--- src/rtl/lsu_pkg.sv ---
// rtl/lsu_pkg.sv - shared funct3 codes, FSM states and address limit for the load/store unit
package lsu_pkg;

  localparam logic [2:0] F3_B  = 3'b000;
  localparam logic [2:0] F3_H  = 3'b001;
  localparam logic [2:0] F3_W  = 3'b010;
  localparam logic [2:0] F3_BU = 3'b100;
  localparam logic [2:0] F3_HU = 3'b101;

  localparam int unsigned ADDR_LIMIT_DEFAULT = 65532;

  typedef enum logic [1:0] {
    IDLE = 2'd0,
    RD   = 2'd1,
    WR   = 2'd2,
    RESP = 2'd3
  } lsu_state_t;

endpackage

--- src/rtl/load_store_unit_if.sv ---
// rtl/load_store_unit_if.sv - request, response and dataMemory signals of the load/store unit
interface load_store_unit_if #(
  parameter int ADDR_WIDTH = 32,
  parameter int DATA_WIDTH = 32
);
  logic                  req_valid;
  logic                  req_ready;
  logic                  req_store;
  logic [2:0]            req_funct3;
  logic [ADDR_WIDTH-1:0] req_addr;
  logic [DATA_WIDTH-1:0] req_wdata;

  logic                  resp_valid;
  logic                  resp_ready;
  logic [DATA_WIDTH-1:0] resp_rdata;
  logic                  resp_err;

  logic [ADDR_WIDTH-1:0] mem_addr;
  logic                  mem_read;
  logic                  mem_write;
  logic [DATA_WIDTH-1:0] mem_wdata;
  logic [DATA_WIDTH-1:0] mem_rdata;

  modport slave (
    input  req_valid, req_store, req_funct3, req_addr, req_wdata, resp_ready, mem_rdata,
    output req_ready, resp_valid, resp_rdata, resp_err, mem_addr, mem_read, mem_write, mem_wdata
  );

  modport master (
    output req_valid, req_store, req_funct3, req_addr, req_wdata, resp_ready, mem_rdata,
    input  req_ready, resp_valid, resp_rdata, resp_err, mem_addr, mem_read, mem_write, mem_wdata
  );
endinterface

--- src/rtl/lsu_align.sv ---
// rtl/lsu_align.sv - load lane extract/extend and sub-word store merge
module lsu_align
  import lsu_pkg::*;
(
  input  logic [31:0] word,
  input  logic [2:0]  funct3,
  input  logic [1:0]  offset,
  input  logic [31:0] wdata,
  output logic [31:0] load_data,
  output logic [31:0] merge_data
);

  logic [7:0]  byte_sel;
  logic [15:0] half_sel;

  always_comb begin
    byte_sel   = word[{offset, 3'b000} +: 8];
    half_sel   = offset[1] ? word[31:16] : word[15:0];
    load_data  = word;
    merge_data = wdata;

    case (funct3)
      F3_B:    load_data = {{24{byte_sel[7]}}, byte_sel};
      F3_BU:   load_data = {24'h0, byte_sel};
      F3_H:    load_data = {{16{half_sel[15]}}, half_sel};
      F3_HU:   load_data = {16'h0, half_sel};
      default: load_data = word;
    endcase

    // Word stores pass wdata through untouched; sub-word stores patch the old word.
    case (funct3)
      F3_B: begin
        merge_data = word;
        merge_data[{offset, 3'b000} +: 8] = wdata[7:0];
      end
      F3_H: begin
        merge_data = word;
        if (offset[1]) merge_data[31:16] = wdata[15:0];
        else           merge_data[15:0]  = wdata[15:0];
      end
      default: merge_data = wdata;
    endcase
  end

endmodule

--- src/rtl/load_store_unit.sv ---
// rtl/load_store_unit.sv - memory-stage front end: checks requests, issues word accesses, RMW for SB/SH
module load_store_unit
  import lsu_pkg::*;
#(
  parameter int          ADDR_WIDTH = 32,
  parameter int          DATA_WIDTH = 32,
  parameter int unsigned ADDR_LIMIT = ADDR_LIMIT_DEFAULT
) (
  input logic              clk,
  input logic              rst,
  load_store_unit_if.slave bus
);

  lsu_state_t            state_q, state_d;
  logic                  store_q;
  logic [2:0]            funct3_q;
  logic [ADDR_WIDTH-1:0] addr_q;
  logic [DATA_WIDTH-1:0] wdata_q;
  logic [DATA_WIDTH-1:0] merge_q;
  logic [DATA_WIDTH-1:0] resp_rdata_q;
  logic                  resp_err_q;

  logic                  req_err;
  logic [ADDR_WIDTH-1:0] req_word_addr;
  logic [DATA_WIDTH-1:0] align_word;
  logic [DATA_WIDTH-1:0] load_data;
  logic [DATA_WIDTH-1:0] merge_data;

  assign req_word_addr = {bus.req_addr[ADDR_WIDTH-1:2], 2'b00};

  always_comb begin
    req_err = 1'b0;
    case (bus.req_funct3)
      F3_B:    req_err = 1'b0;
      F3_H:    req_err = bus.req_addr[0];
      F3_W:    req_err = |bus.req_addr[1:0];
      F3_BU:   req_err = bus.req_store;
      F3_HU:   req_err = bus.req_store | bus.req_addr[0];
      default: req_err = 1'b1;
    endcase
    if (req_word_addr >= ADDR_WIDTH'(ADDR_LIMIT)) req_err = 1'b1;
  end

  // In WR the aligner merges into the saved old word; in RD it extracts from live memory data.
  assign align_word = (state_q == WR) ? merge_q : bus.mem_rdata;

  lsu_align u_align (
    .word       (align_word),
    .funct3     (funct3_q),
    .offset     (addr_q[1:0]),
    .wdata      (wdata_q),
    .load_data  (load_data),
    .merge_data (merge_data)
  );

  always_comb begin
    state_d = state_q;
    case (state_q)
      IDLE: begin
        if (bus.req_valid) begin
          if (req_err)                      state_d = RESP;
          else if (!bus.req_store)          state_d = RD;
          else if (bus.req_funct3 == F3_W)  state_d = WR;
          else                              state_d = RD;
        end
      end
      RD:      state_d = store_q ? WR : RESP;
      WR:      state_d = RESP;
      RESP:    if (bus.resp_ready) state_d = IDLE;
      default: state_d = IDLE;
    endcase
  end

  always_comb begin
    bus.req_ready  = (state_q == IDLE);
    bus.resp_valid = (state_q == RESP);
    bus.resp_rdata = resp_rdata_q;
    bus.resp_err   = resp_err_q;
    bus.mem_read   = (state_q == RD);
    bus.mem_write  = (state_q == WR);
    bus.mem_addr   = '0;
    bus.mem_wdata  = '0;
    if (state_q == RD || state_q == WR) bus.mem_addr = {addr_q[ADDR_WIDTH-1:2], 2'b00};
    if (state_q == WR)                  bus.mem_wdata = merge_data;
  end

  always_ff @(posedge clk) begin
    if (rst) begin
      state_q      <= IDLE;
      store_q      <= 1'b0;
      funct3_q     <= 3'b000;
      addr_q       <= '0;
      wdata_q      <= '0;
      merge_q      <= '0;
      resp_rdata_q <= '0;
      resp_err_q   <= 1'b0;
    end else begin
      state_q <= state_d;
      case (state_q)
        IDLE: begin
          if (bus.req_valid) begin
            store_q      <= bus.req_store;
            funct3_q     <= bus.req_funct3;
            addr_q       <= bus.req_addr;
            wdata_q      <= bus.req_wdata;
            resp_rdata_q <= '0;
            resp_err_q   <= req_err;
          end
        end
        RD: begin
          if (store_q) merge_q      <= bus.mem_rdata;
          else         resp_rdata_q <= load_data;
        end
        RESP: begin
          if (bus.resp_ready) begin
            resp_rdata_q <= '0;
            resp_err_q   <= 1'b0;
          end
        end
        default: begin
        end
      endcase
    end
  end

endmodule

--- src/flat_wrapper.sv ---
// flat-port wrapper written by rule: the top's interface ports become plain ports
module load_store_unit_flat import lsu_pkg::*;
#(
  parameter int          ADDR_WIDTH = 32,
  parameter int          DATA_WIDTH = 32,
  parameter int unsigned ADDR_LIMIT = ADDR_LIMIT_DEFAULT
)
  (clk, rst, bus_req_valid, bus_req_store, bus_req_funct3, bus_req_addr, bus_req_wdata, bus_resp_ready, bus_mem_rdata, bus_req_ready, bus_resp_valid, bus_resp_rdata, bus_resp_err, bus_mem_addr, bus_mem_read, bus_mem_write, bus_mem_wdata);
  load_store_unit_if #(.ADDR_WIDTH(ADDR_WIDTH), .DATA_WIDTH(DATA_WIDTH)) bus_i ();
  input logic clk;
  input logic rst;
  input wire logic [$bits(bus_i.req_valid)-1:0] bus_req_valid;
  input wire logic [$bits(bus_i.req_store)-1:0] bus_req_store;
  input wire logic [$bits(bus_i.req_funct3)-1:0] bus_req_funct3;
  input wire logic [$bits(bus_i.req_addr)-1:0] bus_req_addr;
  input wire logic [$bits(bus_i.req_wdata)-1:0] bus_req_wdata;
  input wire logic [$bits(bus_i.resp_ready)-1:0] bus_resp_ready;
  input wire logic [$bits(bus_i.mem_rdata)-1:0] bus_mem_rdata;
  output wire logic [$bits(bus_i.req_ready)-1:0] bus_req_ready;
  output wire logic [$bits(bus_i.resp_valid)-1:0] bus_resp_valid;
  output wire logic [$bits(bus_i.resp_rdata)-1:0] bus_resp_rdata;
  output wire logic [$bits(bus_i.resp_err)-1:0] bus_resp_err;
  output wire logic [$bits(bus_i.mem_addr)-1:0] bus_mem_addr;
  output wire logic [$bits(bus_i.mem_read)-1:0] bus_mem_read;
  output wire logic [$bits(bus_i.mem_write)-1:0] bus_mem_write;
  output wire logic [$bits(bus_i.mem_wdata)-1:0] bus_mem_wdata;
  assign bus_i.req_valid = bus_req_valid;
  assign bus_i.req_store = bus_req_store;
  assign bus_i.req_funct3 = bus_req_funct3;
  assign bus_i.req_addr = bus_req_addr;
  assign bus_i.req_wdata = bus_req_wdata;
  assign bus_i.resp_ready = bus_resp_ready;
  assign bus_i.mem_rdata = bus_mem_rdata;
  assign bus_req_ready = bus_i.req_ready;
  assign bus_resp_valid = bus_i.resp_valid;
  assign bus_resp_rdata = bus_i.resp_rdata;
  assign bus_resp_err = bus_i.resp_err;
  assign bus_mem_addr = bus_i.mem_addr;
  assign bus_mem_read = bus_i.mem_read;
  assign bus_mem_write = bus_i.mem_write;
  assign bus_mem_wdata = bus_i.mem_wdata;
  load_store_unit #(.ADDR_WIDTH(ADDR_WIDTH), .DATA_WIDTH(DATA_WIDTH), .ADDR_LIMIT(ADDR_LIMIT)) u_core (.clk(clk), .rst(rst), .bus(bus_i));
endmodule
--- config.mk ---
export PLATFORM = sky130hd
export DESIGN_NAME = load_store_unit_flat
export DESIGN_NICKNAME = d
export VERILOG_FILES = /design/src/rtl/lsu_pkg.sv /design/src/rtl/load_store_unit_if.sv /design/src/rtl/lsu_align.sv /design/src/rtl/load_store_unit.sv /design/src/flat_wrapper.sv
export SDC_FILE = /design/constraint.sdc
export NUM_CORES = 1
export LEC_CHECK = 0
export ABC_CLOCK_PERIOD_IN_PS = 4200
export CORE_MARGIN = 2
export CORE_UTILIZATION = 52
export DETAILED_ROUTE_END_ITERATION = 10
export GPL_ROUTABILITY_DRIVEN = 0
export PLACE_DENSITY = 0.94
export SYNTH_ARGS = -nofsm -noshare
export SYNTH_HDL_FRONTEND = slang
export SYNTH_SLANG_ARGS = --single-unit
--- constraint.sdc ---
create_clock -name clk -period 4.2 [get_ports clk]
set_input_delay 0.84 -clock clk [delete_from_list [all_inputs] [get_ports clk]]
set_output_delay 0.84 -clock clk [all_outputs]
set_load 0.05 [all_outputs]
Word-level counts from Yosys, hierarchy flattened
Index checks and enable logic that the tools add are counted.
{"block": "classes", "addsub": 1, "n_lt_le_gt_ge": 1, "eq_ne": 13, "shifts": 3, "mux": 25, "bitwise_logic": 1, "reduce_logical": 12}
{"op": "$mux 32", "count": 6}
{"op": "$pmux 32 s4", "count": 1}
{"op": "$pmux 32 s3", "count": 1}
{"op": "$pmux 32 s2", "count": 1}
{"op": "$mux 16", "count": 3}
{"op": "$bwmux 32", "count": 1}
{"op": "$ge 32x16->1 const B", "count": 1}
{"op": "$shift 8x7->32 const A", "count": 1}
{"op": "$shiftx 32x6->8", "count": 1}
{"op": "$shiftx 8x7->32", "count": 1}
{"op": "$eq 3x3->1 const B", "count": 4}
{"op": "$mux 2", "count": 5}
{"op": "$pmux 2 s4", "count": 1}
{"op": "$neg 5->7", "count": 1}
{"op": "$eq 3x1->1 const B", "count": 2}
{"op": "$logic_not 3->1", "count": 2}
{"op": "$ne 2x2->1 const B", "count": 3}
{"op": "$reduce_and 2->1", "count": 3}
{"op": "$pmux 1 s5", "count": 1}
{"op": "$eq 2x2->1 const B", "count": 2}
{"op": "$mux 1", "count": 4}
{"op": "$reduce_and 4->1", "count": 1}
{"op": "$eq 3x2->1 const B", "count": 1}
{"op": "$reduce_and 3->1", "count": 1}
{"op": "8 further kinds", "count": 8}
{"block": "word_totals", "register_bits": 135, "inputBits": 104, "output_inout_bits": 101, "elab_cells": 64}

Depth between registers and ports, before layout
{"block": "logic_depth", "ltp_word": 6, "depth_mapped": 10}

Cells and area by module
Synthesis repeated with hierarchy kept, for this count alone.
{"block": "hier_totals", "cells_unflattened": 1008, "hier_area_um2": 7468.4}
{"mod": "load_store_unit", "instances": 1, "cells_each": 736, "area_per_inst_um2": 5776.8, "seq_area_each_um2": 2702.6}
{"mod": "lsu_align", "instances": 1, "cells_each": 272, "area_per_inst_um2": 1691.6, "seq_area_each_um2": 0.0}

Worst setup path after synthesis
No wires, ideal clock.
{"block": "synth_timing", "kind": "reg2out", "start": "reg u_core.state_q[0]", "end": "out bus_mem_wdata[17]", "arrival_ns": 3.084, "t_required_ns": 3.360, "path_slack_ns": 0.276, "path_stages_with_launch": 9, "cell_sequence": "dfxtp_1 inv_1 ha_1 buf_6 buf_12 buf_2 clkbuf_1 clkbuf_1 a21boi_0"}
{"block": "synth_via", "elab_chain_cells": 5, "elab_cells_between_ends": 6}
{"item": "start, declared", "line_no": "load_store_unit.sv:14", "text": "lsu_state_t state_q, state_d;"}
{"item": "start signal, assigned", "line_no": "load_store_unit.sv:98", "text": "state_q <= state_d;"}
{"item": "$eq 2x2->1 *"}
{"item": "net bus_mem_write", "line_no": "flat_wrapper.sv:25", "text": "output wire logic [$bits(bus_i.mem_write)-1:0] bus_mem_write;"}
{"item": "$mux 32", "line_no": "load_store_unit.sv:45", "text": "assign align_word = (state_q == WR) ? merge_q : bus.mem_rdata;"}
{"item": "$mux 16 or $bwmux 32 (tied branches)", "line_no": "lsu_align.sv:38, lsu_align.sv:34"}
{"item": "$pmux 32 s2", "line_no": "lsu_align.sv:31", "text": "case (funct3)"}
{"item": "$mux 32 *", "line_no": "load_store_unit.sv:84", "text": "if (state_q == WR) bus.mem_wdata = merge_data;"}
{"item": "end, declared", "line_no": "flat_wrapper.sv:26", "text": "output wire logic [$bits(bus_i.mem_wdata)-1:0] bus_mem_wdata;"}
The timed path passes the listed nets; every way through them passes the cells marked *.

Worst setup path in the final report
{"block": "layout_timing", "start": "reg u_core.state_q[0]", "end": "out bus_mem_wdata[25]"}
{"block": "layout_via", "elab_chain_cells": 5, "elab_cells_between_ends": 6}
{"item": "$eq 2x2->1 *", "line_no": "load_store_unit.sv:45, load_store_unit.sv:84"}
{"item": "$mux 32", "line_no": "load_store_unit.sv:45"}
{"item": "$mux 16 or $bwmux 32 (tied branches)", "line_no": "lsu_align.sv:38, lsu_align.sv:34"}
{"item": "$pmux 32 s2", "line_no": "lsu_align.sv:31"}
{"item": "$mux 32 *", "line_no": "load_store_unit.sv:84"}
Every way passes the cells marked *; elsewhere a longest branch is shown, timed or not.

==> impl_metrics.env <==
export IMPL_wl_per_cell_um=18.6
export IMPL_placed_area_mm2=0.00934
export IMPL_post_cts_resized=0
export IMPL_synth_area_mm2=0.00702
export IMPL_sw_frac_of_total=0.420
export IMPL_end_kind="primary output"
export IMPL_drc=0
export IMPL_ir_drop_mv=0.513
export IMPL_synth_cell_types=55
export IMPL_diodes=0
export IMPL_rsz0062_at_grt="no"
export IMPL_setup_viol=0
export IMPL_start_kind="flip-flop"
export IMPL_slew_viol_final=0
export IMPL_clock_sinks=135
export IMPL_ios=205
export IMPL_combPwrFrac=0.468
export IMPL_worst_r2r_cell_count=8
export IMPL_numCtsBuffers=17
export IMPL_holdPathStages=2
export IMPL_routed_top_layer="met4"
export IMPL_vias=7585
export IMPL_synth_seq_cells=135
export IMPL_synth_seq_area_share=0.385
export IMPL_maxCapViolations=0
export IMPL_grt_usage=0.326
export IMPL_synth_edf_count=0
export IMPL_avgSynthCellArea_um2=7.63
export IMPL_synth_most_common_cell="nand2_1"
export IMPL_powerDensity_mw_per_mm2=584
export IMPL_final_cell_area_mm2=0.00991
export IMPL_whs_endpoint="u_core.addr_q[11]"
export IMPL_period_share=0.938
export IMPL_hold_path_startpoint="u_core.addr_q[11]"
export IMPL_pwr_share_clk=0.253
export IMPL_switchingPower_w=0.00243
export IMPL_drive_gt1_frac=0.0915
export IMPL_seq_power_share=0.279
export IMPL_finalHoldViolations=0
export IMPL_cts_tree="built"
export IMPL_synthTopCellsByArea="dfxtp_1 (39%), nand2_1 (14%), a21oi_1 (7.7%)"
export IMPL_hold_class="flip-flop to flip-flop"
export IMPL_cts_root_buf="clkbuf_16"
export IMPL_synth_top_area_frac=0.385
export IMPL_max_stage_delay_ns=0.83
export IMPL_route_met2_wl_um=11100
export IMPL_ant_nets=0
export IMPL_synth_ff_type="dfxtp_1"
export IMPL_nNetsFinal=1194
export IMPL_cp_arrival_ns=3.10
export IMPL_wl_met1_um=8720
export IMPL_insertion_delay_ns=0.43
export IMPL_cellLeakagePower_nw=3.54
export IMPL_drtIter0Drc=856
export IMPL_crit_required_ns=3.36
export IMPL_worst_clock_skew_ns=0.00532
export IMPL_die_y_um=120
export IMPL_crit_slowest_cell="ha_2"
export IMPL_maxSlewHeadroom=0.235
export IMPL_start_util=0.532
export IMPL_areaGrowthSynthToFinish_pct=41.3
export IMPL_syn_inst=920
export IMPL_grt_max_degree=78
export IMPL_cts_htree_levels=4
export IMPL_status="finished clean"
export IMPL_cts_setup_buffers=0
export IMPL_r2r_end="u_core.bus.resp_rdata[21]"
export IMPL_worstPathCellList="inv_1 -> ha_2 -> mux2i_1 -> o21ai_0 -> a22oi_1 -> a21boi_0 -> buf_12"
export IMPL_intPower_w=0.00336
export IMPL_rows=42
export IMPL_fmax_mhz=254
export IMPL_clockBufferDepth=2
export IMPL_clk_pin_slew_worst_paths_ns=0.06
export IMPL_via_per_inst=5.98
export IMPL_dr_pass1_iters=6
export IMPL_grt_overflow_total=0
export IMPL_dieArea_mm2=0.0144
export IMPL_min_period_ns=3.94
export IMPL_yosysTopAreaCell="dfxtp_1"
export IMPL_die_w_um=120
export IMPL_r2r_start="u_core.state_q[0]"
export IMPL_grt_pass1_vias=7340
export IMPL_hold_buffers=0
export IMPL_drt_total_wl_um=23500
export IMPL_yosysWarnings=0
export IMPL_r2r_setup_slack_ns=0.81
export IMPL_setup_tns_final_ns=0
export IMPL_wl_met3_um=2510
export IMPL_crit_type="flip-flop to primary output"
export IMPL_antenna_found_initial=0
export IMPL_crit_path_max_fanout=39
export IMPL_core_area_mm2=0.0132
export IMPL_tightest_slew_ns=1.14
export IMPL_port_buffers=202
export IMPL_hold_worst_slack_ns=0.449
export IMPL_place_hpwl_um=16600
export IMPL_ys_async_sr_fraction=0
export IMPL_synth_top_cells_by_count="nand2_1 (271), dfxtp_1 (135), a21oi_1 (108)"
export IMPL_grt_pass1_wl_um=36900
flip-flops by register name, indices dropped and copies added (netlist names):
signal                 cells
u_core.bus.resp_err        1
u_core.bus.resp_rdata     32
u_core.addr_q             32
u_core.merge_q            32
u_core.wdata_q            32
u_core.store_q             1
u_core.state_q             2
u_core.funct3_q            3
worst max-delay path: cells and delay by family (launching register included):
kind                       cells  cell delay, ns
AOI/OAI and AO/OA              3            0.82
adders and majority gates      1            0.83
buffers and inverters          2            0.28
DFF                            1            0.34
muxes                          1            0.38
cells in the final DEF (no fill, tap or decap), types with 8 or more instances in the layout:
cell type / count
a22oi_1: 25
nand2_1: 270
nor2_1: 23
a21boi_0: 16
a222oi_1: 8
mux2_2: 12
a21oi_1: 108
ha_1: 8
o22ai_1: 9
a221o_1: 16
o21ai_0: 34
mux2i_1: 25
clkbuf_16: 17
inv_1: 22
buf_4: 17
nor2b_1: 19
dfxtp_1: 135
and2_1: 32
buf_12: 32
clkdlybuf4s50_1: 169
a221oi_1: 9
cell families after synthesis:
group                      count (synthesis)  share of synthesized area
adders and majority gates                  9                     0.0160
buffers and inverters                     99                     0.0642
muxes                                     37                     0.0549
and+or+nand+nor                          379                      0.237
other                                      1                   0.000534
DFF                                      135                      0.385
AOI/OAI and AO/OA                        260                      0.242
cell type report:
| cell class | instances | area, um2 |
|---|---|---|
| multi-input combinational | 687 | 3870 |
| timing repair buffer | 218 | 2460 |
| clock inverter | 9 | 100 |
| fill | 942 | 3280 |
| sequential | 135 | 2700 |
| tap | 176 | 220 |
| clock buffer | 22 | 474 |
| inverter | 22 | 82.6 |
per-layer routing:
metal / global-route usage / vias to the layer above
met4: 0.182 / 0
met5: 0 / -
met1: 0.388 / 3495
met2: 0.529 / 481
met3: 0.0901 / 108
li1: - / 3501
how the worst max path moves through the flow:
stage                      start                 to  slack, ns  cells after the start
6_report       u_core.state_q[0]  bus_mem_wdata[25]       0.26                      7
4_1_cts        u_core.state_q[0]  bus_mem_wdata[22]       0.32                      7
3_5_place_dp   u_core.state_q[0]  bus_mem_wdata[31]       0.81                      7
5_1_grt        u_core.state_q[0]  bus_mem_wdata[22]       0.09                      7
2_1_floorplan  u_core.state_q[0]  bus_mem_wdata[17]       0.28                      8
3_3_place_gp   u_core.state_q[0]  bus_mem_wdata[31]       0.87                      7
metrics by stage:
stage               power (W)  std cells  setup WS [ns]   util
floorplan             0.00343        921          0.276      -
global placement      0.00423       1238          0.871  0.708
detailed placement    0.00428       1238          0.812  0.708
CTS                   0.00575       1269          0.319  0.752
global route          0.00603       1269         0.0895  0.752
finish                0.00579       1269          0.259  0.752
power by group through the flow:
stage,Combinational (W),Sequential [W],Clock (W)
global route,0.00287,0.00163,0.00152
detailed placement,0.00265,0.00163,0
floorplan,0.00168,0.00175,0
finish,0.00271,0.00161,0.00146
CTS,0.00268,0.00161,0.00146
global placement,0.00261,0.00162,0
No activity file was read; power rests on OpenSTA's default activity.
